$ cat config.mk
export PLATFORM = sky130hd
export DESIGN_NAME = instr_fetch_buffer_flat
export DESIGN_NICKNAME = d
export VERILOG_FILES = /design/src/rtl/fetch_pkg.sv /design/src/rtl/instr_fetch_buffer_if.sv /design/src/rtl/fetch_fifo.sv /design/src/rtl/instr_fetch_buffer.sv /design/src/flat_wrapper.sv
export SDC_FILE = /design/constraint.sdc
export NUM_CORES = 1
export LEC_CHECK = 0
export BUFFER_PORTS_ARGS = -buffer_cell sky130_fd_sc_hd__buf_2
export CAP_MARGIN = 40
export CORE_UTILIZATION = 51
export DETAILED_ROUTE_END_ITERATION = 7
export PLACE_DENSITY = 0.82
export SYNTH_ARGS = -nofsm -noshare
export SYNTH_HDL_FRONTEND = slang
export SYNTH_SLANG_ARGS = --single-unit
$ cat constraint.sdc
create_clock -name clk -period 3.29 [get_ports clk]
set_clock_uncertainty 0.15 [all_clocks]
set_input_delay 0.4935 -clock clk [delete_from_list [all_inputs] [get_ports clk]]
set_output_delay 0.4935 -clock clk [all_outputs]
set_load 0.01 [all_outputs]
$ cat src/rtl/fetch_pkg.sv
// fetch_pkg: shared width, NOP encoding, FSM state and FIFO entry types for instr_fetch_buffer (rev 1.0)
`default_nettype none

package fetch_pkg;

  localparam int XLEN = 32;
  localparam logic [XLEN-1:0] NOP_INSTR = 32'h0000_0013;

  typedef enum logic [1:0] {
    IDLE      = 2'd0,
    REQ       = 2'd1,
    WAIT_RESP = 2'd2,
    DROP      = 2'd3
  } fetch_state_e;

  typedef struct packed {
    logic [XLEN-1:0] pc;
    logic [XLEN-1:0] instr;
    logic            misalign;
  } fetch_entry_t;

endpackage

`default_nettype wire

$ cat src/rtl/instr_fetch_buffer_if.sv
// instr_fetch_buffer_if: PC, imem and decode bundle; FETCH_MISALIGN_CHECK_EN adds fetch_misalign_o (rev 1.0)
`default_nettype none

interface instr_fetch_buffer_if;
  import fetch_pkg::*;

  logic [XLEN-1:0] pc_i;
  logic            pc_adv_o;
  logic            flush_i;
  logic            imem_req_o;
  logic [XLEN-1:0] imem_addr_o;
  logic            imem_gnt_i;
  logic            imem_rvalid_i;
  logic [XLEN-1:0] imem_rdata_i;
  logic            dec_valid_o;
  logic [XLEN-1:0] dec_pc_o;
  logic [XLEN-1:0] dec_instr_o;
  logic            dec_ready_i;
`ifdef FETCH_MISALIGN_CHECK_EN
  logic            fetch_misalign_o;

  modport slave (
    input  pc_i, flush_i, imem_gnt_i, imem_rvalid_i, imem_rdata_i, dec_ready_i,
    output pc_adv_o, imem_req_o, imem_addr_o, dec_valid_o, dec_pc_o, dec_instr_o,
           fetch_misalign_o
  );
  modport master (
    output pc_i, flush_i, imem_gnt_i, imem_rvalid_i, imem_rdata_i, dec_ready_i,
    input  pc_adv_o, imem_req_o, imem_addr_o, dec_valid_o, dec_pc_o, dec_instr_o,
           fetch_misalign_o
  );
`else
  modport slave (
    input  pc_i, flush_i, imem_gnt_i, imem_rvalid_i, imem_rdata_i, dec_ready_i,
    output pc_adv_o, imem_req_o, imem_addr_o, dec_valid_o, dec_pc_o, dec_instr_o
  );
  modport master (
    output pc_i, flush_i, imem_gnt_i, imem_rvalid_i, imem_rdata_i, dec_ready_i,
    input  pc_adv_o, imem_req_o, imem_addr_o, dec_valid_o, dec_pc_o, dec_instr_o
  );
`endif

endinterface

`default_nettype wire

$ cat src/rtl/fetch_fifo.sv
// fetch_fifo: circular {pc, instr, misalign} queue with clear; head is zero while empty (rev 1.0)
`default_nettype none

module fetch_fifo
  import fetch_pkg::*;
#(
  parameter int DEPTH = 4
) (
  input  logic                     clk,
  input  logic                     rst_n,
  input  logic                     i_clr,
  input  logic                     i_push,
  input  fetch_entry_t             i_entry,
  input  logic                     i_pop,
  output logic                     o_valid,
  output fetch_entry_t             o_head,
  output logic [$clog2(DEPTH):0]   o_count
);

  localparam int PTR_W = $clog2(DEPTH);

  fetch_entry_t     r_mem [DEPTH];
  logic [PTR_W-1:0] r_wr_ptr;
  logic [PTR_W-1:0] r_rd_ptr;
  logic [PTR_W:0]   r_count;
  logic             w_push;
  logic             w_pop;

  assign w_pop  = i_pop && (r_count != '0);
  assign w_push = i_push && ((r_count != (PTR_W+1)'(DEPTH)) || w_pop);

  always_ff @(posedge clk or negedge rst_n) begin
    if (!rst_n) begin
      r_wr_ptr <= '0;
      r_rd_ptr <= '0;
      r_count  <= '0;
    end else if (i_clr) begin
      r_wr_ptr <= '0;
      r_rd_ptr <= '0;
      r_count  <= '0;
    end else begin
      if (w_push) r_wr_ptr <= r_wr_ptr + 1'b1;
      if (w_pop)  r_rd_ptr <= r_rd_ptr + 1'b1;
      case ({w_push, w_pop})
        2'b10:   r_count <= r_count + 1'b1;
        2'b01:   r_count <= r_count - 1'b1;
        default: r_count <= r_count;
      endcase
    end
  end

  // Storage needs no reset: the head is masked by o_valid.
  always_ff @(posedge clk) begin
    if (w_push && !i_clr) r_mem[r_wr_ptr] <= i_entry;
  end

  assign o_valid = (r_count != '0);
  assign o_head  = o_valid ? r_mem[r_rd_ptr] : '0;
  assign o_count = r_count;

endmodule

`default_nettype wire

$ cat src/rtl/instr_fetch_buffer.sv
// instr_fetch_buffer: single-outstanding imem fetch FSM feeding a decode FIFO, with flush/redirect;
// FETCH_MISALIGN_CHECK_EN pushes a NOP for unaligned PCs instead of fetching (rev 1.0)
`default_nettype none

module instr_fetch_buffer
  import fetch_pkg::*;
#(
  parameter int DEPTH = 4
) (
  input  logic                 clk,
  input  logic                 rst_n,
  instr_fetch_buffer_if.slave  bus
);

  localparam int CNT_W = $clog2(DEPTH) + 1;

  fetch_state_e    r_state, w_state_nxt;
  logic [XLEN-1:0] r_addr, w_addr_nxt;
  logic            w_req, w_adv, w_push, w_aligned;
  logic            w_dec_valid, w_pop_fire, w_credit_idle, w_credit_next;
  fetch_entry_t    w_entry, w_head;
  logic [CNT_W-1:0] w_count;

`ifdef FETCH_MISALIGN_CHECK_EN
  assign w_aligned = (bus.pc_i[1:0] == 2'b00);
`else
  assign w_aligned = 1'b1;
`endif

  assign w_pop_fire    = w_dec_valid && bus.dec_ready_i;
  assign w_credit_idle = (w_count < CNT_W'(DEPTH));
  // Credit as it will stand once this cycle's response has been pushed.
  assign w_credit_next = w_pop_fire ? w_credit_idle : (w_count < CNT_W'(DEPTH - 1));

  always_ff @(posedge clk or negedge rst_n) begin
    if (!rst_n) begin
      r_state <= IDLE;
      r_addr  <= '0;
    end else begin
      r_state <= w_state_nxt;
      r_addr  <= w_addr_nxt;
    end
  end

  always_comb begin
    w_state_nxt    = r_state;
    w_addr_nxt     = r_addr;
    w_req          = 1'b0;
    w_adv          = 1'b0;
    w_push         = 1'b0;
    w_entry.pc       = r_addr;
    w_entry.instr    = bus.imem_rdata_i;
    w_entry.misalign = 1'b0;
    case (r_state)
      IDLE: begin
        if (w_credit_idle && !bus.flush_i) begin
          if (w_aligned) begin
            w_state_nxt = REQ;
            w_addr_nxt  = bus.pc_i;
          end else begin
            w_push           = 1'b1;
            w_adv            = 1'b1;
            w_entry.pc       = bus.pc_i;
            w_entry.instr    = NOP_INSTR;
            w_entry.misalign = 1'b1;
          end
        end
      end
      REQ: begin
        if (bus.flush_i) begin
          w_state_nxt = IDLE;
        end else begin
          w_req = 1'b1;
          if (bus.imem_gnt_i) begin
            w_adv       = 1'b1;
            w_state_nxt = WAIT_RESP;
          end
        end
      end
      WAIT_RESP: begin
        if (bus.imem_rvalid_i) begin
          if (bus.flush_i) begin
            w_state_nxt = IDLE;
          end else begin
            w_push = 1'b1;
            if (w_credit_next && w_aligned) begin
              w_state_nxt = REQ;
              w_addr_nxt  = bus.pc_i;
            end else begin
              w_state_nxt = IDLE;
            end
          end
        end else if (bus.flush_i) begin
          w_state_nxt = DROP;
        end
      end
      DROP: begin
        if (bus.imem_rvalid_i) w_state_nxt = IDLE;
      end
      default: w_state_nxt = IDLE;
    endcase
  end

  fetch_fifo #(.DEPTH(DEPTH)) u_fifo (
    .clk     (clk),
    .rst_n   (rst_n),
    .i_clr   (bus.flush_i),
    .i_push  (w_push),
    .i_entry (w_entry),
    .i_pop   (bus.dec_ready_i),
    .o_valid (w_dec_valid),
    .o_head  (w_head),
    .o_count (w_count)
  );

  assign bus.imem_req_o  = w_req;
  assign bus.pc_adv_o    = w_adv;
  assign bus.imem_addr_o = r_addr;
  assign bus.dec_valid_o = w_dec_valid;
  assign bus.dec_pc_o    = w_head.pc;
  assign bus.dec_instr_o = w_head.instr;

`ifdef FETCH_MISALIGN_CHECK_EN
  assign bus.fetch_misalign_o = w_head.misalign;
`else
  logic w_unused_misalign;
  assign w_unused_misalign = w_head.misalign;
`endif

endmodule

`default_nettype wire

$ cat src/flat_wrapper.sv
// flat-port wrapper written by rule: the top's interface ports become plain ports
module instr_fetch_buffer_flat import fetch_pkg::*;
#(
  parameter int DEPTH = 4
)
  (clk, rst_n, bus_pc_i, bus_flush_i, bus_imem_gnt_i, bus_imem_rvalid_i, bus_imem_rdata_i, bus_dec_ready_i, bus_pc_adv_o, bus_imem_req_o, bus_imem_addr_o, bus_dec_valid_o, bus_dec_pc_o, bus_dec_instr_o);
  instr_fetch_buffer_if bus_i ();
  input  logic clk;
  input  logic rst_n;
  input wire logic [$bits(bus_i.pc_i)-1:0] bus_pc_i;
  input wire logic [$bits(bus_i.flush_i)-1:0] bus_flush_i;
  input wire logic [$bits(bus_i.imem_gnt_i)-1:0] bus_imem_gnt_i;
  input wire logic [$bits(bus_i.imem_rvalid_i)-1:0] bus_imem_rvalid_i;
  input wire logic [$bits(bus_i.imem_rdata_i)-1:0] bus_imem_rdata_i;
  input wire logic [$bits(bus_i.dec_ready_i)-1:0] bus_dec_ready_i;
  output wire logic [$bits(bus_i.pc_adv_o)-1:0] bus_pc_adv_o;
  output wire logic [$bits(bus_i.imem_req_o)-1:0] bus_imem_req_o;
  output wire logic [$bits(bus_i.imem_addr_o)-1:0] bus_imem_addr_o;
  output wire logic [$bits(bus_i.dec_valid_o)-1:0] bus_dec_valid_o;
  output wire logic [$bits(bus_i.dec_pc_o)-1:0] bus_dec_pc_o;
  output wire logic [$bits(bus_i.dec_instr_o)-1:0] bus_dec_instr_o;
  assign bus_i.pc_i = bus_pc_i;
  assign bus_i.flush_i = bus_flush_i;
  assign bus_i.imem_gnt_i = bus_imem_gnt_i;
  assign bus_i.imem_rvalid_i = bus_imem_rvalid_i;
  assign bus_i.imem_rdata_i = bus_imem_rdata_i;
  assign bus_i.dec_ready_i = bus_dec_ready_i;
  assign bus_pc_adv_o = bus_i.pc_adv_o;
  assign bus_imem_req_o = bus_i.imem_req_o;
  assign bus_imem_addr_o = bus_i.imem_addr_o;
  assign bus_dec_valid_o = bus_i.dec_valid_o;
  assign bus_dec_pc_o = bus_i.dec_pc_o;
  assign bus_dec_instr_o = bus_i.dec_instr_o;
  instr_fetch_buffer #(.DEPTH(DEPTH)) u_core (.clk(clk), .rst_n(rst_n), .bus(bus_i));
endmodule
==> impl_metrics.json <==
{
  "fin_crit_ps": 3110,
  "drt_pass1_iterations": 7,
  "antenna_cells": 0,
  "grt_overflow": 0,
  "grt_first_pass_wirelength_mm": 33.6,
  "syn_area_per_cell_um2": 21.2,
  "fp.dieArea_um2": 23200,
  "die_y_um": 152,
  "timing_worst_setup_path_type": "reg2out",
  "synth-adder-area-share_pct": 0.609,
  "p_total_uw": 9700,
  "routabilityCongestion": 0.783,
  "ir_drop_uv": 469,
  "maxCapViolations": 0,
  "pin_count": 169,
  "first_global_vias": 6047,
  "insertion_delay_ps": 530,
  "io_buffers": 168,
  "min_path_type": "in2reg",
  "dieWidth_um": 152,
  "drtAntennaViolNets": 0,
  "transition_at_the_pin_with_the_smallest_max_transition_slack_ps": 588,
  "dp_hpwl_mm": 13.6,
  "drcViolationCount": 12,
  "grt_max_degree": 41,
  "synth_compound_gate_area_share_pct": 1.06,
  "synthesis.yosys.warnings": 0,
  "power.density_cell_area_nw_per_um2": 705,
  "synth_area_um2": 11500,
  "clk_root_buffer_cell": "sky130_fd_sc_hd__clkbuf_16",
  "cts_tree": "built",
  "core_region_area_um2": 22000,
  "finalSetupViolCount": 0,
  "fp-row-count": 54,
  "post-route-cell-area_um2": 13800,
  "syn-num-nets": 617,
  "worst_setup_path_startpoint": "u_core.u_fifo.r_rd_ptr[0]$_DFFE_PN0P_",
  "clkSlewWorstSetupHoldPaths_ps": 60,
  "detailed_place.area_um2": 12800,
  "h-tree-depth": 1,
  "failed_checks": "design-rule violations",
  "net_total_in_the_final_layout": 807,
  "layout_common_cells": "sky130_fd_sc_hd__edfxtp_1, sky130_fd_sc_hd__buf_2, sky130_fd_sc_hd__and2_1, sky130_fd_sc_hd__mux4_2, sky130_fd_sc_hd__dfrtp_1",
  "synth.yosys.seq_area_share_pct": 75.7,
  "area.sequential_um2": 8720,
  "p_r_area_growth_vs_syn_pct": 19.6,
  "wl_per_cell_um": 20.7,
  "final-max-slew-violation-count": 0,
  "synth_top_family_by_area": "multiplexers",
  "ctsResizeCount": 0,
  "clock_tree.buffer_depth": 3,
  "ys_ff_latch": 297,
  "grt_antenna_before_repair": 0,
  "tritoncts.num_buffers": 29,
  "cts.sink_count": 297,
  "run_status": "complete, but fails checks",
  "routed_via_density": 5.48,
  "grt_use_total_pct": 19.0,
  "synth.area.mux_share_pct": 16.1,
  "setup_repair_after_global_routing_missed_its_margin": "false",
  "fmaxAchievable_mhz": 321,
  "hold_path_startpoint": "bus_pc_i[15]",
  "multi_input_comb_area_um2": 2640,
  "hold_violations": 0,
  "post_route_cells_drive_above_1_share_pct": 40.6,
  "initial_core_util_pct": 52.4,
  "yosys_most_used_dff": "sky130_fd_sc_hd__edfxtp_1",
  "slew_margin_rel_pct": 60.8,
  "synth_edf_count": 256,
  "startpoint_type": "register",
  "p_leak_uw": 0.00498,
  "timing.final.crit_share_pct": 94.6,
  "post_synth_and_or_nand_nor_area_fraction_pct": 4.83,
  "critical_path_peak_fanout": 28,
  "crit-reg2reg-launch": "u_core.r_state[1]$_DFFE_PN0P_",
  "via_count": 5670,
  "filler_cell_count": 1500,
  "synth-xor-area-share_pct": 0.305,
  "post-route-util_pct": 62.7,
  "synthDistinctLibCells": 40,
  "crit_required_ps": 2650,
  "syn-instance-count": 542,
  "ys_async_sr_fraction_pct": 13.8,
  "totalNegativeSetupSlack_ps": 0,
  "cp_data_arrival_time_ps": 2470,
  "first_iter_violations": 306,
  "layout_commonest_cell": "sky130_fd_sc_hd__edfxtp_1",
  "wl_mm": 21.4,
  "cp-end-kind": "output pin"
}
[final timing paths]
| path | to | slack (ps) | depth (start not counted) |
|---|---|---|---|
| min | u_core.bus.imem_addr_o[15]$_DFFE_PN0P_ | 30 | 2 |
| max reg2reg | u_core.u_fifo.r_mem[0][6]$_DFFE_PP_ | 860 | 4 |
| max in group asynchronous | u_core.u_fifo.r_rd_ptr[0]$_DFFE_PN0P_ | 2290 | 3 |
| max | bus_dec_pc_o[25] | 180 | 4 |
| min reg2reg | u_core.u_fifo.r_mem[3][43]$_DFFE_PP_ | 390 | 0 |
| min in group asynchronous | u_core.bus.imem_addr_o[3]$_DFFE_PN0P_ | 210 | 2 |
[power breakdown]
part / switching [uW] / internal, uW / total [uW]
sequential: 379 / 4600 / 4980
clock: 1300 / 1890 / 3190
combinational: 755 / 772 / 1530
[stage by stage]
stage / setup WS [ps] / hold slack [ps] / std cells
floorplan: 85.6 / 47.9 / 542
global placement: 727 / 355 / 978
detailed placement: 661 / 230 / 980
CTS: 116 / 6.98 / 1034
global route: 48.3 / 11.3 / 1034
finish: 177 / 25.4 / 1034
[flip-flops by register name, indices dropped and copies added, names as in the netlist]
register / flops
u_core.u_fifo.r_rd_ptr: 2
u_core.u_fifo.r_mem: 256
u_core.r_state: 2
u_core.bus.imem_addr_o: 32
u_core.u_fifo.o_count: 3
u_core.u_fifo.r_wr_ptr: 2
[area by class of cell]
type,instances,area share (%)
multi-input combinational,215,19.2
tap,280,2.55
clock inverter,17,1.16
timing repair buffer,185,8.02
sequential,297,63.4
inverter,4,0.109
clock buffer,36,5.61
[routing by layer]
layer  part of all wire (%)  up-vias  global-route usage (%)
li1                       -     2537                       -
met1                     41     2931                    25.3
met2                     52      188                    33.2
met3                    5.7       14                    3.27
met4                   0.70        0                    3.60
met5                      0        -                       0
[Yosys cell counts, types with 3 or more instances]
| library cell | n | area [um2] |
|---|---|---|
| sky130_fd_sc_hd__xor2_1 | 3 | 26.3 |
| sky130_fd_sc_hd__clkbuf_1 | 11 | 41.3 |
| sky130_fd_sc_hd__buf_6 | 3 | 33.8 |
| sky130_fd_sc_hd__nand2_1 | 3 | 11.3 |
| sky130_fd_sc_hd__and2_1 | 69 | 432 |
| sky130_fd_sc_hd__buf_4 | 5 | 37.5 |
| sky130_fd_sc_hd__edfxtp_1 | 256 | 7690 |
| sky130_fd_sc_hd__dfrtp_1 | 41 | 1030 |
| sky130_fd_sc_hd__mux2_2 | 3 | 33.8 |
| sky130_fd_sc_hd__mux2_1 | 30 | 338 |
| sky130_fd_sc_hd__mux4_2 | 64 | 1440 |
| sky130_fd_sc_hd__nor2_1 | 8 | 30.0 |
| sky130_fd_sc_hd__ha_1 | 4 | 50.1 |
| sky130_fd_sc_hd__buf_2 | 5 | 25.0 |
| sky130_fd_sc_hd__inv_1 | 4 | 15.0 |
[cell families (layout without fill, tap and decap cells)]
kind of cell / after synthesis / in the layout
AOI/OAI and AO/OA: 14 / 14
xor gates and xnor gates: 4 / 4
adders and majority gates: 5 / 5
buffers and inverters: 30 / 242
DFF: 297 / 297
muxes: 100 / 100
and+or+nand+nor: 92 / 92
[worst max-delay path: stages (launching register included)]
cell and delay (ps):
sky130_fd_sc_hd__dfrtp_4 720, sky130_fd_sc_hd__buf_12 310, sky130_fd_sc_hd__mux4_2 540, sky130_fd_sc_hd__and2_1 200, sky130_fd_sc_hd__buf_2 140
[what timing repair did]
action	4_1_cts	5_1_grt
buffers inserted	0	0
hold endpoints to repair	41	0
hold buffers	1	0
endpoints found under the setup margin	0	0
Note: power is estimated with default switching activity, not from simulation.
